$ cat src/rtl/led_mode_ctrl_if.sv
// Board-pin bundle for led_mode_ctrl: raw switch/button inputs and LED-side outputs.
interface led_mode_ctrl_if;
    logic [3:0] sw;
    logic       mode_btn;
    logic [3:0] leds;
    logic       user_led;
    logic [1:0] mode;
    logic       tick;

    modport master (
        output sw,
        output mode_btn,
        input  leds,
        input  user_led,
        input  mode,
        input  tick
    );

    modport slave (
        input  sw,
        input  mode_btn,
        output leds,
        output user_led,
        output mode,
        output tick
    );
endinterface

$ cat src/rtl/led_mode_ctrl.sv
// Switch/button conditioning, mode FSM (pass/chase/blink) and heartbeat for the
// board LED path.
module led_mode_ctrl #(
    parameter int unsigned DEBOUNCE_CYCLES = 160000,
    parameter int unsigned TICK_CYCLES     = 1600000,
    parameter int unsigned HEARTBEAT_TICKS = 5
) (
    input logic         clk,
    input logic         rst_n,
    led_mode_ctrl_if.slave bus
);

    localparam int unsigned DW = $clog2(DEBOUNCE_CYCLES);
    localparam int unsigned TW = $clog2(TICK_CYCLES);
    localparam int unsigned HW = (HEARTBEAT_TICKS > 1) ? $clog2(HEARTBEAT_TICKS) : 1;

    typedef enum logic [1:0] {
        MODE_PASS  = 2'b00,
        MODE_CHASE = 2'b01,
        MODE_BLINK = 2'b10
    } mode_t;

    logic [3:0]    sw_meta, sw_sync, sw_prev, sw_stable;
    logic          btn_meta, btn_sync, btn_prev, btn_stable, btn_stable_q;
    logic [DW-1:0] sw_cnt, btn_cnt;
    logic [TW-1:0] presc_cnt;
    logic [HW-1:0] hb_cnt;
    logic          tick, btn_evt;
    mode_t         state;
    logic [3:0]    chase;
    logic          blink_phase;
    logic [3:0]    leds_q;
    logic          user_led_q;

    always_ff @(posedge clk or negedge rst_n) begin
        if (!rst_n) begin
            sw_meta  <= '0;
            sw_sync  <= '0;
            sw_prev  <= '0;
            btn_meta <= 1'b0;
            btn_sync <= 1'b0;
            btn_prev <= 1'b0;
        end else begin
            sw_meta  <= bus.sw;
            sw_sync  <= sw_meta;
            sw_prev  <= sw_sync;
            btn_meta <= bus.mode_btn;
            btn_sync <= btn_meta;
            btn_prev <= btn_sync;
        end
    end

    // Accepting on the counting step that would reach DEBOUNCE_CYCLES-1 gives
    // a pin-to-stable latency of DEBOUNCE_CYCLES+2 cycles.
    always_ff @(posedge clk or negedge rst_n) begin
        if (!rst_n) begin
            sw_stable <= '0;
            sw_cnt    <= '0;
        end else if (sw_sync == sw_stable) begin
            sw_cnt <= '0;
        end else if (sw_sync != sw_prev) begin
            sw_cnt <= '0;
        end else if (sw_cnt == DW'(DEBOUNCE_CYCLES - 2)) begin
            sw_stable <= sw_sync;
            sw_cnt    <= '0;
        end else begin
            sw_cnt <= sw_cnt + 1'b1;
        end
    end

    always_ff @(posedge clk or negedge rst_n) begin
        if (!rst_n) begin
            btn_stable   <= 1'b0;
            btn_stable_q <= 1'b0;
            btn_cnt      <= '0;
        end else begin
            btn_stable_q <= btn_stable;
            if (btn_sync == btn_stable) begin
                btn_cnt <= '0;
            end else if (btn_sync != btn_prev) begin
                btn_cnt <= '0;
            end else if (btn_cnt == DW'(DEBOUNCE_CYCLES - 2)) begin
                btn_stable <= btn_sync;
                btn_cnt    <= '0;
            end else begin
                btn_cnt <= btn_cnt + 1'b1;
            end
        end
    end

    assign btn_evt = btn_stable & ~btn_stable_q;

    always_ff @(posedge clk or negedge rst_n) begin
        if (!rst_n) begin
            presc_cnt <= '0;
        end else if (presc_cnt == TW'(TICK_CYCLES - 1)) begin
            presc_cnt <= '0;
        end else begin
            presc_cnt <= presc_cnt + 1'b1;
        end
    end

    assign tick = (presc_cnt == TW'(TICK_CYCLES - 1));

    // Mode entry outranks a coincident tick; the heartbeat still sees every tick.
    always_ff @(posedge clk or negedge rst_n) begin
        if (!rst_n) begin
            state       <= MODE_PASS;
            chase       <= 4'b0001;
            blink_phase <= 1'b0;
            leds_q      <= '0;
            user_led_q  <= 1'b0;
            hb_cnt      <= '0;
        end else begin
            if (tick) begin
                if (hb_cnt == HW'(HEARTBEAT_TICKS - 1)) begin
                    hb_cnt     <= '0;
                    user_led_q <= ~user_led_q;
                end else begin
                    hb_cnt <= hb_cnt + 1'b1;
                end
            end

            if (btn_evt) begin
                case (state)
                    MODE_PASS: begin
                        state <= MODE_CHASE;
                        chase <= 4'b0001;
                    end
                    MODE_CHASE: begin
                        state       <= MODE_BLINK;
                        blink_phase <= 1'b1;
                    end
                    default: state <= MODE_PASS;
                endcase
            end else begin
                case (state)
                    MODE_PASS:  ;
                    MODE_CHASE: if (tick) chase <= {chase[2:0], chase[3]};
                    MODE_BLINK: if (tick) blink_phase <= ~blink_phase;
                    default:    state <= MODE_PASS;
                endcase
            end

            case (state)
                MODE_PASS:  leds_q <= sw_stable;
                MODE_CHASE: leds_q <= chase;
                MODE_BLINK: leds_q <= sw_stable & {4{blink_phase}};
                default:    leds_q <= '0;
            endcase
        end
    end

    assign bus.leds     = leds_q;
    assign bus.user_led = user_led_q;
    assign bus.mode     = state;
    assign bus.tick     = tick;

endmodule

$ cat src/flat_wrapper.sv
// flat-port wrapper written by rule: the top's interface ports become plain ports
module led_mode_ctrl_flat 
#(
    parameter int unsigned DEBOUNCE_CYCLES = 160000,
    parameter int unsigned TICK_CYCLES     = 1600000,
    parameter int unsigned HEARTBEAT_TICKS = 5
)
  (clk, rst_n, bus_sw, bus_mode_btn, bus_leds, bus_user_led, bus_mode, bus_tick);
  led_mode_ctrl_if bus_i ();
  input logic clk;
  input logic rst_n;
  input wire logic [$bits(bus_i.sw)-1:0] bus_sw;
  input wire logic [$bits(bus_i.mode_btn)-1:0] bus_mode_btn;
  output wire logic [$bits(bus_i.leds)-1:0] bus_leds;
  output wire logic [$bits(bus_i.user_led)-1:0] bus_user_led;
  output wire logic [$bits(bus_i.mode)-1:0] bus_mode;
  output wire logic [$bits(bus_i.tick)-1:0] bus_tick;
  assign bus_i.sw = bus_sw;
  assign bus_i.mode_btn = bus_mode_btn;
  assign bus_leds = bus_i.leds;
  assign bus_user_led = bus_i.user_led;
  assign bus_mode = bus_i.mode;
  assign bus_tick = bus_i.tick;
  led_mode_ctrl #(.DEBOUNCE_CYCLES(DEBOUNCE_CYCLES), .TICK_CYCLES(TICK_CYCLES), .HEARTBEAT_TICKS(HEARTBEAT_TICKS)) u_core (.clk(clk), .rst_n(rst_n), .bus(bus_i));
endmodule
$ cat config.mk
export PLATFORM = sky130hd
export DESIGN_NAME = led_mode_ctrl_flat
export DESIGN_NICKNAME = d
export VERILOG_FILES = /design/src/rtl/led_mode_ctrl_if.sv /design/src/rtl/led_mode_ctrl.sv /design/src/flat_wrapper.sv
export SDC_FILE = /design/constraint.sdc
export NUM_CORES = 1
export LEC_CHECK = 0
export ABC_AREA = 1
export BUFFER_PORTS_ARGS = -buffer_cell sky130_fd_sc_hd__buf_2
export CELL_PAD_IN_SITES_DETAIL_PLACEMENT = 0
export CELL_PAD_IN_SITES_GLOBAL_PLACEMENT = 1
export CORE_ASPECT_RATIO = 1.25
export CORE_MARGIN = 1.5
export CORE_UTILIZATION = 44
export DETAILED_ROUTE_END_ITERATION = 12
export PLACE_DENSITY_LB_ADDON = 0.1
export SYNTH_ARGS = -nofsm -noshare
export SYNTH_HDL_FRONTEND = slang
export SYNTH_SLANG_ARGS = --single-unit
$ cat constraint.sdc
create_clock -name clk -period 1.82 [get_ports clk]
set_clock_uncertainty 0.2 [all_clocks]
set_input_delay 0.182 -clock clk [delete_from_list [all_inputs] [get_ports clk]]
set_output_delay 0.182 -clock clk [all_outputs]
set_load 0.02 [all_outputs]
# After elaboration in Yosys (flattened, before gate mapping)
# Cells that the tools add are included.
dict set report totals {
  reg_bits 93
  inputBits 7
  output_inout_bits 8
}
dict set report op_classes {
  add_sub_neg 4
  eq_ne 13
  muxes 20
  n_bitwise 9
  n_reduce_logical 10
}
# op n
set op_table {}
lappend op_table {{$mux 18} 6}
lappend op_table {{$add 18x1->18 const B} 2}
lappend op_table {{$eq 18x18->1 const B} 2}
lappend op_table {{$add 21x1->21 const B} 1}
lappend op_table {{$eq 21x21->1 const B} 1}
lappend op_table {{$mux 21} 1}
lappend op_table {{$mux 4} 4}
lappend op_table {{$pmux 4 s3} 1}
lappend op_table {{$reduce_and 3->1} 4}
lappend op_table {{$not 1->1} 7}
lappend op_table {{$reduce_bool 2->1} 3}
lappend op_table {{$and 4x4->4} 1}
lappend op_table {{$eq 4x4->1} 1}
lappend op_table {{$mux 1} 4}
lappend op_table {{$mux 2} 2}
lappend op_table {{$ne 2x2->1 const B} 2}
lappend op_table {{$ne 4x4->1} 1}
lappend op_table {{$pmux 2 s2} 1}
lappend op_table {{$add 3x1->3 const B} 1}
lappend op_table {{$eq 3x3->1 const B} 1}
lappend op_table {{$mux 3} 1}
lappend op_table {{$reduce_or 3->1} 1}
lappend op_table {{$eq 2x1->1 const B} 1}
lappend op_table {{$eq 2x2->1 const B} 1}
lappend op_table {{6 further kinds} 6}

# Longest topological paths before layout
dict set report logic_depth {
  depth_word 4
  mapped_depth 10
}

# Worst setup path after synthesis
# OpenSTA, ideal clock, no wires.
dict set report synth_path {
  kind {register to register}
  start {register u_core.presc_cnt[0]}
  end {register u_core.chase[1]}
  setup_ns 0.117
  t_arrival_ns 1.296
  required_ns 1.503
  slack_ns 0.208
  stages_incl_launch_ff 9
  n_path_buf 0
  synth_period_minus_slack_ns 1.612
  path_cell_list {dfrtp_1 > ha_1 > nand3_1 > nor2_2 > nand3_2 > nand2_2 > nand2_2 > nand2_1 > nand2_1}
}
dict set report synth_via {
  elab_chain_cells 3
}
# element line_no
set synth_rtl {}
lappend synth_rtl {{from (decl)} led_mode_ctrl.sv:26} ;# logic [TW-1:0] presc_cnt;
lappend synth_rtl {{from (signal assigned)} led_mode_ctrl.sv:99} ;# presc_cnt <= presc_cnt + 1'b1;
lappend synth_rtl {{$eq 21x21->1} led_mode_ctrl.sv:103} ;# assign tick = (presc_cnt == TW'(TICK_CYCLES - 1));
lappend synth_rtl {{$reduce_bool 2->1 (no source line)} n/a}
lappend synth_rtl {{$reduce_and 3->1 (no source line)} n/a}
lappend synth_rtl {{to (signal assigned)} led_mode_ctrl.sv:139} ;# MODE_CHASE: if (tick) chase <= {chase[2:0], chase[3]};
lappend synth_rtl {{to (decl)} led_mode_ctrl.sv:30} ;# logic [3:0] chase;
# Every way passes these cells.
# A chain may end at the register's enable or synchronous reset.

# Worst setup path after layout
dict set report layout_path {
  start {register u_core.presc_cnt[0]}
  end {output bus_tick}
}
dict set report layout_via {
  elab_chain_cells 1
}
# element line_no
set layout_rtl {}
lappend layout_rtl {{$eq 21x21->1} led_mode_ctrl.sv:103}
lappend layout_rtl {{to (decl)} flat_wrapper.sv:17} ;# output wire logic [$bits(bus_i.tick)-1:0] bus_tick;
# Every way passes these cells.

==> impl_metrics.tcl <==
set metrics [dict create \
    vias 3872 \
    grtUsageMet1_pct 22.3 \
    synth_async_sr_flop_share_pct 100 \
    cts_made_buffers 9 \
    grtUsageTotal_pct 19.1 \
    top_usage_layer "met2" \
    start_kind "flop" \
    synthMostInstantiatedCell "nand2_1" \
    fp.dieW_um 96.8 \
    grt_antenna_before_repair 0 \
    stdcell_count 796 \
    slew_viol_final 0 \
    die_height_um 120 \
    synth_area_leaders "dfrtp_1, nand2_1, nor2_1, inv_1, nand3_1" \
    finalPower_uw 4310 \
    io_buffers 14 \
    cts-root-buf "clkbuf_16" \
    tightestPinTransition_ns 0.422 \
    drcViolationCount 0 \
    ff_latch_area_um2 2330 \
    grt_max_degree 49 \
    dp.cells 758 \
    synth_nets 620 \
    drive_above_1_share_pct 17.3 \
    via_per_inst 4.86 \
    cp-end-kind "output port" \
    place_ws_ns 0.0238 \
    hold_path_class "input port to asynchronous set/reset pin" \
    critPathKind "flop to output port" \
    wl_per_cell_um 12.9 \
    synth-seq-cells 93 \
    met3_usage_pct 2.37 \
    rows 42 \
    netlist_area_um2 4840 \
    power_density_nw_per_um2 748 \
    p_leak_uw 0.00266 \
    ant_nets 0 \
    r2r_setup_slack_ns 0.08 \
    critPathSlowestCell "dfrtp_1" \
    fin_util_pct 54.0 \
    rsz0062_at_grt "yes" \
    status "complete, no violations" \
    cts_tree "done" \
    synth_common_cells "nand2_1, nor2_1, dfrtp_1" \
    diodes 0 \
    fmax_mhz 552 \
    setup_viol 0 \
    ir_drop_v 0.000498 \
    fill_cells 1033 \
    crit_fanout 3 \
    gp_congestion 0.851 \
    io-pin-count 15 \
    clock_latency_ns 0.34 \
    max_stage_delay_ns 0.41 \
    synth_edf_count 0 \
    start_util_pct 45.3 \
    critPathMostFrequentCell "nand3_4" \
    clk_pin_slew_ns 0.07 \
    synth_seq_area_share_pct 48.1 \
    htree_levels 3 \
    post-route-period-util_pct 99.5 \
    avgSynthCellArea_um2 7.98 \
    yosysTopAreaCellShare_pct 47.6 \
    min_period_ns 1.81 \
    path_cells "ha_4, nand3_4, nor2_4, nand3_4, inv_2, buf_6" \
    drt_wl_total_mm 10.3 \
    worst_ep_required_time_ns 1.44 \
    layout_setup_ws_ns 0.00940 \
    slew_headroom_pct 71.9 \
    overflow 0 \
    cp_top_family "flip-flops" \
    drt_iter0_markers 146 \
    areaGrowthSynthToFinish_pct 19.1 \
    fin_nets 673 \
    grt_pass1_vias 3884 \
    worst-endpoint-arrival_ns 1.43 \
    multiInputGateArea_um2 2300 \
    clockBufferDepth 2 \
    synth_cell_types 32 \
    crit_buf_inv 2 \
    cts_sinks 93 \
    hold_viol_final 0 \
    cap_violations 0 \
    yosysWarnings 0 \
    dpl.hpwl_mm 7.31 \
    grt_pass1_wl_mm 17.9 \
    first_pass_iters 6 \
    coreArea_um2 10700 \
    synth_area_leader_cell "dfrtp_1" \
    ys.flop_type "dfrtp_1" \
    netlist_instances 606 \
    die_area_um2 11600 \
    met2_usage_pct 34.1 \
]
## per-layer routing
metal  part of all wire (%)  routed length (um)  vias up
met5                      0                   0        -
met4                    2.9                 303        0
met3                    1.9                 194       21
met2                     52                5390       46
met1                     43                4410     1814
li1                       -                   -     1991
## final cells by class
type | count | area share, %
multi-input combinational | 430 | 39.9
sequential | 93 | 40.4
clock inverter | 6 | 1.58
tap | 132 | 2.87
timing repair buffer | 45 | 5.88
inverter | 80 | 5.21
clock buffer | 10 | 4.15
## through the flow
stage / TNS [ns] / hold slack (ns) / instance area, um2
2_1_floorplan: 0 / -0.314 / 4840
3_3_place_gp: 0 / -0.0560 / 5120
3_5_place_dp: 0 / -0.0504 / 5120
4_1_cts: 0 / 0.132 / 5650
5_1_grt: -0.0855 / 0.151 / 5760
6_report: 0 / 0.117 / 5760
## kinds of logic (layout without fill, tap and decap cells)
group | count (synthesis) | in the layout | share of synthesized area [%]
adders and majority gates | 7 | 7 | 1.81
xor gates and xnor gates | 33 | 33 | 5.98
AOI/OAI and AO/OA | 23 | 23 | 2.79
and+or+nand+nor | 367 | 367 | 34.4
DFF | 93 | 93 | 48.1
buffers and inverters | 83 | 141 | 6.85
## cells in the final DEF (no fill, tap or decap), drive strengths merged
master,synthesis,final
nand3,48,48
a21oi,5,5
ha,7,7
dlygate4sd3,0,6
dfstp,1,1
dfrtp,92,92
a21boi,1,1
clkinv,0,2
o21ai,12,12
xnor2,12,12
xor2,21,21
nand4,11,11
buf,2,39
or2,2,2
o21bai,1,1
bufinv,0,2
nor2,131,131
nand3b,2,2
o221ai,1,1
nor3,14,14
nand2,159,159
inv,80,82
clkbuf,1,10
o211ai,3,3
## path summary, 6_finish.rpt
path,startpoint,depth (start not counted),end
worst max-delay path,u_core.presc_cnt[0],6,bus_tick
worst min-delay path,rst_n,2,u_core.sw_cnt[11]
worst max register to register,u_core.presc_cnt[6],8,u_core.presc_cnt[18]
worst min register to register,u_core.sw_meta[3],0,u_core.sw_sync[3]
max in group asynchronous,rst_n,3,u_core.btn_cnt[8]
min in group clk,u_core.sw_meta[3],0,u_core.sw_sync[3]
## sequential cells by signal (all words and copies together), names as in the netlist
| name | flops |
|---|---|
| u_core.blink_phase | 1 |
| u_core.btn_cnt | 18 |
| u_core.btn_meta | 1 |
| u_core.btn_prev | 1 |
| u_core.btn_stable | 1 |
| u_core.btn_stable_q | 1 |
| u_core.btn_sync | 1 |
| u_core.bus.leds | 4 |
| u_core.bus.mode | 2 |
| u_core.bus.user_led | 1 |
| u_core.chase | 4 |
| u_core.hb_cnt | 3 |
| u_core.presc_cnt | 21 |
| u_core.sw_cnt | 18 |
| u_core.sw_meta | 4 |
| u_core.sw_prev | 4 |
| u_core.sw_stable | 4 |
| u_core.sw_sync | 4 |
## repair_timing
item	4_1_cts	5_1_grt
hold buffers	6	0
buffers inserted	11	5
setup endpoints to repair	1	34
pin swaps	5	3
resized for setup	15	18
hold endpoints to repair	98	0
## report_power, final
group          leakage (uW)  switching, uW  total (uW)  internal (uW)
combinational       0.00125           90.2         135           45.1
clock              0.000163            818        2070           1250
sequential          0.00124           18.1        2110           2090
No activity file was read; power rests on OpenSTA's default activity.
